<file path="src/rtl/bram_wr_pkg.sv">
// Shared widths, per-stream state type and BRAM address packing for the
// L1 stream buffer write/read paths.
package bram_wr_pkg;
    localparam int DATA_WIDTH      = 64;
    localparam int WAYS            = 8;
    localparam int BEAT_W          = WAYS * DATA_WIDTH;
    localparam int RAM_DEPTH       = 512;
    localparam int ADDR_WIDTH      = $clog2(RAM_DEPTH);
    localparam int l1_nstrms       = 16;
    localparam int l1_nstrms_width = $clog2(l1_nstrms);
    localparam int l1_ncl          = 16;
    localparam int l1_ncl_width    = $clog2(l1_ncl);

    // Address field offsets inside {st, cl, half}
    localparam int HALF_OFS = 0;
    localparam int CL_OFS   = 1;
    localparam int ST_OFS   = 1 + l1_ncl_width;

    typedef logic [l1_nstrms_width-1:0] st_t;
    typedef logic [l1_ncl_width-1:0]    cl_t;
    typedef logic [l1_ncl_width:0]      cnt_t;
    typedef logic [ADDR_WIDTH-1:0]      addr_t;
    typedef logic [BEAT_W-1:0]          beat_t;

    localparam cnt_t CNT_FULL = cnt_t'(l1_ncl);

    typedef struct packed {
        cl_t  head;   // next line slot to fill
        logic half;   // 1: first half of the head line already written
        cnt_t count;  // lines reserved or filled, not yet freed
    } strm_st_t;

    function automatic addr_t mk_addr(st_t st, cl_t cl, logic half);
        return {st, cl, half};
    endfunction
endpackage

</file>
<file path="src/rtl/bram_wr_ctrl_if.sv">
// Beat input, BRAM write port, line announce and free return of one channel.
interface bram_wr_ctrl_if;
    import bram_wr_pkg::*;

    logic                 i_v;
    logic                 i_r;
    st_t                  i_st;
    beat_t                i_d;
    logic                 o_we;
    addr_t                o_wa;
    beat_t                o_wd;
    logic                 i_free_v;
    st_t                  i_free_st;
    logic                 o_cl_v;
    st_t                  o_cl_st;
    cl_t                  o_cl_idx;
    logic [l1_nstrms-1:0] o_full;
    logic                 o_err;

    modport master (
        output i_v, i_st, i_d, i_free_v, i_free_st,
        input  i_r, o_we, o_wa, o_wd, o_cl_v, o_cl_st, o_cl_idx, o_full, o_err
    );

    modport slave (
        input  i_v, i_st, i_d, i_free_v, i_free_st,
        output i_r, o_we, o_wa, o_wd, o_cl_v, o_cl_st, o_cl_idx, o_full, o_err
    );
endinterface

</file>
<file path="src/rtl/bram_wr_strm_tbl.sv">
// Per-stream {head, half, count} table with one accept and one free port.
// A same-stream first-half accept and free in one cycle leave count unchanged.
module bram_wr_strm_tbl
    import bram_wr_pkg::*;
(
    input  logic                 clk,
    input  logic                 reset,
    input  logic                 acc_v,
    input  st_t                  acc_st,
    input  logic                 free_v,
    input  st_t                  free_st,
    output strm_st_t             acc_rd,
    output strm_st_t             free_rd,
    output logic [l1_nstrms-1:0] full
);
    strm_st_t tbl [l1_nstrms];

    assign acc_rd  = tbl[acc_st];
    assign free_rd = tbl[free_st];

    // Current full status per stream
    always_comb begin
        full = '0;
        for (int s = 0; s < l1_nstrms; s++)
            full[s] = (tbl[s].count == CNT_FULL);
    end

    // Per-stream state update: accept advances half/head, count nets inc/dec
    always_ff @(posedge clk or posedge reset) begin
        if (reset) begin
            for (int s = 0; s < l1_nstrms; s++)
                tbl[s] <= '0;
        end else begin
            for (int s = 0; s < l1_nstrms; s++) begin
                logic inc, dec;
                inc = acc_v && (acc_st == st_t'(s)) && !tbl[s].half;
                dec = free_v && (free_st == st_t'(s));
                if (acc_v && (acc_st == st_t'(s))) begin
                    tbl[s].half <= ~tbl[s].half;
                    if (tbl[s].half)
                        tbl[s].head <= tbl[s].head + 1'b1;
                end
                if (inc && !dec)
                    tbl[s].count <= tbl[s].count + 1'b1;
                else if (dec && !inc)
                    tbl[s].count <= tbl[s].count - 1'b1;
            end
        end
    end
endmodule

</file>
<file path="src/rtl/bram_wr_ctrl.sv">
// Write-side controller for one L1 stream BRAM channel: per-stream circular
// line allocation, BRAM write port, line-complete announce, free returns.
module bram_wr_ctrl
    import bram_wr_pkg::*;
(
    input  logic         clk,
    input  logic         reset,
    bram_wr_ctrl_if.slave bus
);
    if (ADDR_WIDTH != l1_nstrms_width + l1_ncl_width + 1) begin : g_bad_addr
        $error("ADDR_WIDTH must equal stream + line + half bits");
    end

    strm_st_t             st_a, st_f;
    logic                 rdy, acc, free_ok, free_bad;
    logic [l1_nstrms-1:0] full_now;

    logic                 we_q, cl_v_q, err_q;
    addr_t                wa_q;
    beat_t                wd_q;
    st_t                  cl_st_q;
    cl_t                  cl_idx_q;
    logic [l1_nstrms-1:0] full_q;

    // A second half always has its line reserved; a first half needs room.
    assign rdy = st_a.half | (st_a.count != CNT_FULL);
    assign acc = bus.i_v & rdy;

    // A free is legal only if a completed line exists to release.
    assign free_ok  = bus.i_free_v && (st_f.count != '0) &&
                      !((st_f.count == cnt_t'(1)) && st_f.half);
    assign free_bad = bus.i_free_v && !free_ok;

    bram_wr_strm_tbl u_tbl (
        .clk     (clk),
        .reset   (reset),
        .acc_v   (acc),
        .acc_st  (bus.i_st),
        .free_v  (free_ok),
        .free_st (bus.i_free_st),
        .acc_rd  (st_a),
        .free_rd (st_f),
        .full    (full_now)
    );

    // Registered write port, line announce, status and sticky error
    always_ff @(posedge clk or posedge reset) begin
        if (reset) begin
            we_q     <= 1'b0;
            wa_q     <= '0;
            wd_q     <= '0;
            cl_v_q   <= 1'b0;
            cl_st_q  <= '0;
            cl_idx_q <= '0;
            full_q   <= '0;
            err_q    <= 1'b0;
        end else begin
            we_q   <= acc;
            cl_v_q <= acc & st_a.half;
            full_q <= full_now;
            err_q  <= err_q | free_bad;
            if (acc) begin
                wa_q <= mk_addr(bus.i_st, st_a.head, st_a.half);
                wd_q <= bus.i_d;
            end
            if (acc && st_a.half) begin
                cl_st_q  <= bus.i_st;
                cl_idx_q <= st_a.head;
            end
        end
    end

    assign bus.i_r      = rdy;
    assign bus.o_we     = we_q;
    assign bus.o_wa     = wa_q;
    assign bus.o_wd     = wd_q;
    assign bus.o_cl_v   = cl_v_q;
    assign bus.o_cl_st  = cl_st_q;
    assign bus.o_cl_idx = cl_idx_q;
    assign bus.o_full   = full_q;
    assign bus.o_err    = err_q;
endmodule

</file>
<file path="src/flat_wrapper.sv">
// flat-port wrapper written by rule: the top's interface ports become plain ports
module bram_wr_ctrl_flat import bram_wr_pkg::*;
  (clk, reset, bus_i_v, bus_i_st, bus_i_d, bus_i_free_v, bus_i_free_st, bus_i_r, bus_o_we, bus_o_wa, bus_o_wd, bus_o_cl_v, bus_o_cl_st, bus_o_cl_idx, bus_o_full, bus_o_err);
  bram_wr_ctrl_if bus_i ();
  input  logic clk;
  input  logic reset;
  input wire logic [$bits(bus_i.i_v)-1:0] bus_i_v;
  input wire logic [$bits(bus_i.i_st)-1:0] bus_i_st;
  input wire logic [$bits(bus_i.i_d)-1:0] bus_i_d;
  input wire logic [$bits(bus_i.i_free_v)-1:0] bus_i_free_v;
  input wire logic [$bits(bus_i.i_free_st)-1:0] bus_i_free_st;
  output wire logic [$bits(bus_i.i_r)-1:0] bus_i_r;
  output wire logic [$bits(bus_i.o_we)-1:0] bus_o_we;
  output wire logic [$bits(bus_i.o_wa)-1:0] bus_o_wa;
  output wire logic [$bits(bus_i.o_wd)-1:0] bus_o_wd;
  output wire logic [$bits(bus_i.o_cl_v)-1:0] bus_o_cl_v;
  output wire logic [$bits(bus_i.o_cl_st)-1:0] bus_o_cl_st;
  output wire logic [$bits(bus_i.o_cl_idx)-1:0] bus_o_cl_idx;
  output wire logic [$bits(bus_i.o_full)-1:0] bus_o_full;
  output wire logic [$bits(bus_i.o_err)-1:0] bus_o_err;
  assign bus_i.i_v = bus_i_v;
  assign bus_i.i_st = bus_i_st;
  assign bus_i.i_d = bus_i_d;
  assign bus_i.i_free_v = bus_i_free_v;
  assign bus_i.i_free_st = bus_i_free_st;
  assign bus_i_r = bus_i.i_r;
  assign bus_o_we = bus_i.o_we;
  assign bus_o_wa = bus_i.o_wa;
  assign bus_o_wd = bus_i.o_wd;
  assign bus_o_cl_v = bus_i.o_cl_v;
  assign bus_o_cl_st = bus_i.o_cl_st;
  assign bus_o_cl_idx = bus_i.o_cl_idx;
  assign bus_o_full = bus_i.o_full;
  assign bus_o_err = bus_i.o_err;
  bram_wr_ctrl u_core (.clk(clk), .reset(reset), .bus(bus_i));
endmodule
</file>
<file path="config.mk">
export PLATFORM = sky130hd
export DESIGN_NAME = bram_wr_ctrl_flat
export DESIGN_NICKNAME = d
export VERILOG_FILES = /design/src/rtl/bram_wr_pkg.sv /design/src/rtl/bram_wr_ctrl_if.sv /design/src/rtl/bram_wr_strm_tbl.sv /design/src/rtl/bram_wr_ctrl.sv /design/src/flat_wrapper.sv
export SDC_FILE = /design/constraint.sdc
export NUM_CORES = 2
export LEC_CHECK = 0
export CAP_MARGIN = 20
export CORE_AREA = 2 2 418 420
export DETAILED_ROUTE_END_ITERATION = 16
export DIE_AREA = 0 0 420 422
export GPL_ROUTABILITY_DRIVEN = 1
export HOLD_SLACK_MARGIN = 0.1
export PLACE_DENSITY = 0.39
export RECOVER_POWER = 100
export SYNTH_ARGS = -nofsm -noshare
export SYNTH_HDL_FRONTEND = slang
export SYNTH_SLANG_ARGS = --single-unit
export TNS_END_PERCENT = 10
</file>
<file path="constraint.sdc">
create_clock -name clk -period 25.3 [get_ports clk]
set_input_delay 5.06 -clock clk [delete_from_list [all_inputs] [get_ports clk]]
set_output_delay 5.06 -clock clk [all_outputs]
set_load 0.05 [all_outputs]
</file>
Word level (Yosys, flattened, before mapping)
Index checks and enable logic that the tools add are counted.
W data, S select, Z words.
{"block": "totals", "reg_bits": 708, "inputBits": 524, "out_inout_bits": 549}
{"block": "op_classes", "n_addsub": 48, "magnitude_cmp": 2, "eq_ne": 48, "mux": 38, "bitwise": 22, "reduce_logical": 170}
{"cell": "$mux W5", "n": 32}
{"cell": "$logic_and A1 B1 Y1", "n": 85}
{"cell": "$add A5 B1 Y5 const B", "n": 16}
{"cell": "$bmux W10 S4", "n": 2}
{"cell": "$eq A5 B5 Y1 const B", "n": 16}
{"cell": "$sub A5 B1 Y5 const B", "n": 16}
{"cell": "$add A4 B1 Y4 const B", "n": 16}
{"cell": "$eq A4 B4 Y1 const B", "n": 16}
{"cell": "$logic_not A1 Y1", "n": 50}
{"cell": "$eq A4 B3 Y1 const B", "n": 8}
{"cell": "$reduce_and A2 Y1", "n": 16}
{"cell": "$reduce_bool A2 Y1", "n": 16}
{"cell": "$mux W10", "n": 2}
{"cell": "$eq A4 B2 Y1 const B", "n": 4}
{"cell": "$not A1 Y1", "n": 16}
{"cell": "$mux W6", "n": 2}
{"cell": "$ge A5 B5 Y1 const B", "n": 2}
{"cell": "$not A4 Y5", "n": 2}
{"cell": "$eq A4 B1 Y1 const B", "n": 2}
{"cell": "$logic_not A4 Y1", "n": 2}
{"cell": "$eq A5 B1 Y1 const B", "n": 1}
{"cell": "$ne A5 B5 Y1 const B", "n": 1}
{"cell": "$reduce_bool A5 Y1", "n": 1}
{"cell": "$and A1 B1 Y1", "n": 2}
{"cell": "$or A1 B1 Y1", "n": 2}

Depth between registers and ports, before layout
{"block": "depth", "ltp_word": 13, "mapped_depth": 18, "depth_no_buf": 14}

Hierarchy
Synthesis repeated with hierarchy kept, for this count alone.
{"block": "unflattened", "hier_cells": 2191, "area_unflattened_um2": 32389.8}
{"module": "bram_wr_ctrl", "instances": 1, "cells_each": 1146, "area_each_um2": 20766.2, "seq_area_each_um2": 13713.2}
{"module": "bram_wr_strm_tbl", "instances": 1, "cells_each": 1045, "area_each_um2": 11623.6, "seq_area_each_um2": 4003.8}

Least setup slack after synthesis
Ideal clock, no wire load.
{"block": "synth_timing", "kind": "input to output", "from": "in bus_i_st[0]", "to": "out bus_i_r", "arrival_time_ns": 7.245, "path_slack_ns": 12.995, "stages": 8, "path_cell_list": "buf_2 mux4_2 a22oi_1 nand2_1 or4_1 buf_2 clkbuf_1 or2_2"}
{"block": "synth_between", "elab_chain_len": 6}
{"element": "from (decl)", "line_no": "flat_wrapper.sv:8", "text": "input wire logic [$bits(bus_i.i_st)-1:0] bus_i_st;"}
{"element": "$not A4 Y5 (implied by the code) (*)", "line_no": "bram_wr_strm_tbl.sv:18", "text": "assign acc_rd = tbl[acc_st];"}
{"element": "$bmux W10 S4 (*)", "line_no": "bram_wr_strm_tbl.sv:18"}
{"element": "$mux W10 (implied by the code) (*) (2 in a row)", "line_no": "bram_wr_strm_tbl.sv:18"}
{"element": "$ne A5 B5 Y1", "line_no": "bram_wr_ctrl.sv:26", "text": "assign rdy = st_a.half | (st_a.count != CNT_FULL);"}
{"element": "$or A1 B1 Y1 (*)", "line_no": "bram_wr_ctrl.sv:26"}
{"element": "to (decl)", "line_no": "flat_wrapper.sv:12", "text": "output wire logic [$bits(bus_i.i_r)-1:0] bus_i_r;"}
Every way passes the cells marked *; elsewhere a longest branch is shown, timed or not. The select of a mux whose other input is x is not followed.

Final worst setup path
{"block": "layout_timing", "from": "in bus_i_st[1]", "to": "reg u_core.wd_q[341], in the netlist u_core.bus.o_wd[341]"}
{"block": "layout_between", "elab_chain_len": 7}
{"element": "$not A4 Y5 (implied by the code) (*)", "line_no": "bram_wr_strm_tbl.sv:18"}
{"element": "$bmux W10 S4 (*)", "line_no": "bram_wr_strm_tbl.sv:18"}
{"element": "$mux W10 (implied by the code) (*) (2 in a row)", "line_no": "bram_wr_strm_tbl.sv:18"}
{"element": "$ne A5 B5 Y1", "line_no": "bram_wr_ctrl.sv:26"}
{"element": "$or A1 B1 Y1 (*)", "line_no": "bram_wr_ctrl.sv:26"}
{"element": "$and A1 B1 Y1 (*)", "line_no": "bram_wr_ctrl.sv:27", "text": "assign acc = bus.i_v & rdy;"}
{"element": "to (signal assigned)", "line_no": "bram_wr_ctrl.sv:64", "text": "wd_q <= bus.i_d;"}
{"element": "to (decl)", "line_no": "bram_wr_ctrl.sv:20", "text": "beat_t wd_q;"}
Marks and branches as above.
A chain may end at the register's enable or synchronous reset.

==> results by stage <==
Detailed routing:
- The first detailed-routing pass took 4 iterations.
- The detail route stage leaves a number of antenna-violating nets equal to 0.
- The number of vias per cell after detailed routing is ~3.8.
- The total number of vias is 21562.
- The detailed-route wire length is approximately 150000 um.
- Dividing the detail-routed wire length by the instance count gives about 27 um.
- The detailed router finished its first iteration with between 1000 and 1500 violations.
- In the routed design, unresolved DRC markers number 0.

Synthesis:
- After technology mapping, the gate count stands at roughly 2100.
- The number of nets handed over by synthesis was approximately 2700.
- Counting flops and latches in the post-synthesis netlist gives 708.
- The cell area that synthesis handed to floorplanning was roughly 0.030 mm^2.
- The count of cell types in the netlist is 55.
- In the post-synthesis netlist, the biggest area contributors are sky130_fd_sc_hd__dfrtp_1 (58%), sky130_fd_sc_hd__mux2_1 (18%), sky130_fd_sc_hd__ha_1 (3.4%).
- Yosys printed 0 warnings.
- In this run, synthesis inferred 0 flip-flops with an integrated enable.
- In the synthesized netlist the dominant register cell turns out to be sky130_fd_sc_hd__dfrtp_1.
- After synthesis, the share of flip-flops with an asynchronous set or reset is 1.000.
- The cell accounting for the most synthesized area is sky130_fd_sc_hd__dfrtp_1.
- For this run, the register share of the synthesized area comes to 0.5828.
- Of the post-synthesis cell area, the dominant cell type holds 0.5828.
- Each instance of the synthesized netlist takes up on average about 15 um^2.

Clock network:
- The number of buffers on the longest clock path is 3.
- The number of gates resized after CTS was 0.
- The number of buffers inserted by hold repair at cts is 0.
- CTS saw between 700 and 800 sinks.
- The clock reaches the later pin of the worst-skew pair after 0.72 ns.
- Clock-pin slew was measured on the worst setup and hold paths at around 0.060 ns.
- The clock tree from TritonCTS is done.
- The clock buffer count from CTS is 93.
- The H-tree was split into 3 levels.
- Buffers added to address setup during post-CTS repair amount to 0.
- The tree is rooted in a sky130_fd_sc_hd__clkbuf_16.

Layout:
- Summing all non-filler instances in the final layout gives an area of 0.04676 mm^2.
- The final standard cell utilization of the core is 0.2705.
- In the layout the commonest cells are sky130_fd_sc_hd__dfrtp_1 (708), sky130_fd_sc_hd__dlygate4sd3_1 (553), sky130_fd_sc_hd__clkdlybuf4s50_1 (517).
- The fraction of final layout cells sized beyond drive strength 1 is 0.08577.
- The library cell used most frequently in the layout, excluding fill and tap cells, is sky130_fd_sc_hd__dfrtp_1.
- The final layout net count is 3800.
- Relative to the synthesized area, the layout overhead comes to 53.81%.

Timing:
- The aggregate negative setup slack is 0 ns.
- After layout, the minimum clock period comes to around 18 ns.
- Dividing the final minimum period by the clock period gives 0.7079.
- Static timing analysis puts the maximum clock frequency at approximately 56 MHz.
- For the pin with the worst max-slew slack, the measured transition is ~7.5 ns.
- The final hold violation count is 0.
- In this run the tightest slew margin relative to its limit is -4.007.
- The final worst-path setup slack is between 7 and 8 ns.
- Setup repair after global routing left no endpoint under its margin.
- The setup clock skew after layout is between 0.04 and 0.05 ns.
- Setup violations remaining at the end of the flow were counted as 0.
- The max-slew violation count is between 800 and 900.

Setup path:
- The worst setup path is of the in2reg kind.
- The worst setup path is launched from an input port.
- Along the worst path, the maximum fanout reaches slightly below 70.
- The arrival time of the worst setup path is between 15 and 20 ns.
- The type of destination of the critical path is a flop.
- For the worst setup path, the data required time is between 20 and 30 ns.

Power and ir drop:
- Power spread over the standard cell area amounts to about 120 mW/mm^2.
- The power dissipated by switching net loads is 2.331 mW.
- The completed layout was analyzed and its total power is between 5 and 6 mW.
- The share of total power dissipated in combinational logic is 0.419.
- The sequential power share is 0.323.
- The internal power is about 3.1 mW.
- IR analysis of the VDD net gives a maximum drop of 42.44 uV.
- The switching share of power is 0.4320.
- For this design the static power due to leakage is between 15 and 20 nW.
- The clock share of power is 0.257.

Global routing:
- The via count of the first global-routing pass was ~22000.
- The initial antenna violation count was slightly below 80.
- The first global-routing pass estimated about 200000 um of wire.
- The total overflow left after global routing is 0.
- In the global route stage, overall resource usage came out at 0.1645.
- Entering global routing, the biggest net connects approximately 170 pins.

Status:
- The checks that failed: max-capacitance violations, max-slew violations.
- The run finished, with violations left.

Floorplanning:
- Measured along the x axis, the die boundary spans 420 um.
- The die is about 420 um tall.
- The initial utilization of the core area, before any placement, comes to 0.1759.
- The floorplan die area is ~0.18 mm^2.
- The number of top-level pins is ~1100.
- The core region area is around 0.17 mm^2.
- The floorplan has around 150 rows.

Placed design:
- Once placement finished, the instance area stood at 0.04361 mm^2.
- The weighted congestion at the end of routability-driven global placement is about 0.85.
- Port buffering added roughly 1100 buffers.
- The pre-CTS worst setup slack is ~11 ns.
- The wire-length estimate of the detail-placed layout is roughly 120000 um.

Min path:
- The path type of the worst min-delay path is reg2reg.

Job:
- The tool flagged a number of max-cap violations equal to 14.
## through the flow
stage | hold slack (ns) | cells
final | 0.4677 | 5601
after global routing | 0.4808 | 5581
after global placement | 0.4565 | 5407
after CTS | 0.4687 | 5578
after detailed placement | 0.4556 | 5407
after floorplan | 0.4366 | 2094
## power groups by stage
stage	logic, mW	registers, mW	clock network [mW]
after detailed placement	2.38	1.78	0
after global routing	2.39	1.80	1.49
final	2.26	1.75	1.39
after CTS	2.39	1.76	1.45
after global placement	2.38	1.78	0
after floorplan	0.650	2.53	0
## cells in the mapped netlist, types with 30 or more instances
library cell	number
sky130_fd_sc_hd__a21oi_1	36
sky130_fd_sc_hd__o21ai_0	36
sky130_fd_sc_hd__nand2_1	68
sky130_fd_sc_hd__mux4_2	35
sky130_fd_sc_hd__clkbuf_1	36
sky130_fd_sc_hd__dfrtp_1	708
sky130_fd_sc_hd__nand4_1	33
sky130_fd_sc_hd__nor2_1	72
sky130_fd_sc_hd__a21o_1	30
sky130_fd_sc_hd__mux2_1	478
sky130_fd_sc_hd__inv_1	37
sky130_fd_sc_hd__xnor2_1	96
sky130_fd_sc_hd__buf_4	51
sky130_fd_sc_hd__xor2_1	48
sky130_fd_sc_hd__ha_1	83
sky130_fd_sc_hd__mux2_2	78
## area by class of cell
cell class	count	area, um^2
Clock inverter	28	346.6
Clock buffer	143	2818
Sequential cell	708	17720
Timing Repair Buffer	1091	10840
Fill cell	17852	126100
Tap cell	2325	2909
Inverter	37	140.1
Multi-Input combinational cell	1246	11930
Antenna cell	23	57.56
## layer usage
metal	track usage	vias up	share of wire
met2	0.2655	697	0.47
met3	0.05437	180	0.082
li1	-	9666	-
met4	0.04706	32	0.025
met5	0	-	0.0013
met1	0.2079	10987	0.42
## flip-flops by register name, summed over array words and instances (netlist names)
| name | flops |
|---|---|
| u_core.bus.o_err | 1 |
| u_core.bus.o_wa | 9 |
| u_core.bus.o_cl_v | 1 |
| u_core.bus.o_full | 16 |
| u_core.bus.o_cl_st | 4 |
| u_core.bus.o_cl_idx | 4 |
| u_core.bus.o_wd | 512 |
| u_core.bus.o_we | 1 |
| u_core.u_tbl.tbl | 160 |
## final timing paths
path / startpoint / to / slack (ns) / cells after the start
min reg2reg: u_core.u_tbl.tbl[159] / u_core.u_tbl.tbl[159] / 0.47 / 1
max reg2reg: u_core.u_tbl.tbl[95] / u_core.bus.o_wd[341] / 13.65 / 10
min in group asynchronous: reset / u_core.bus.o_wd[82] / 6.34 / 2
max in group asynchronous: reset / u_core.bus.o_wd[233] / 8.72 / 4
max: bus_i_st[1] / u_core.bus.o_wd[341] / 7.39 / 12
min: u_core.u_tbl.tbl[159] / u_core.u_tbl.tbl[159] / 0.47 / 1
## critical path, stage by stage
cell	delay, ns
sky130_fd_sc_hd__buf_2	0.07
sky130_fd_sc_hd__clkbuf_1	2.03
sky130_fd_sc_hd__mux4_2	0.71
sky130_fd_sc_hd__a22oi_1	0.18
sky130_fd_sc_hd__nand2_1	0.11
sky130_fd_sc_hd__or4_1	0.85
sky130_fd_sc_hd__o21ai_0	1.63
sky130_fd_sc_hd__clkbuf_1	2.91
sky130_fd_sc_hd__clkbuf_1	2.41
sky130_fd_sc_hd__buf_4	1.02
sky130_fd_sc_hd__buf_4	0.87
sky130_fd_sc_hd__mux2_2	0.41
## logic make-up after synthesis
| group | Yosys count | share of synthesized area |
|---|---|---|
| compound gates | 139 | 0.02893 |
| buf+inv | 140 | 0.02449 |
| mux | 596 | 0.2335 |
| fa+ha+maj | 99 | 0.04470 |
| simple gates | 268 | 0.04412 |
| xor+xnor | 144 | 0.04148 |
| flops | 708 | 0.5828 |
Note: power is estimated with default switching activity, not from simulation.
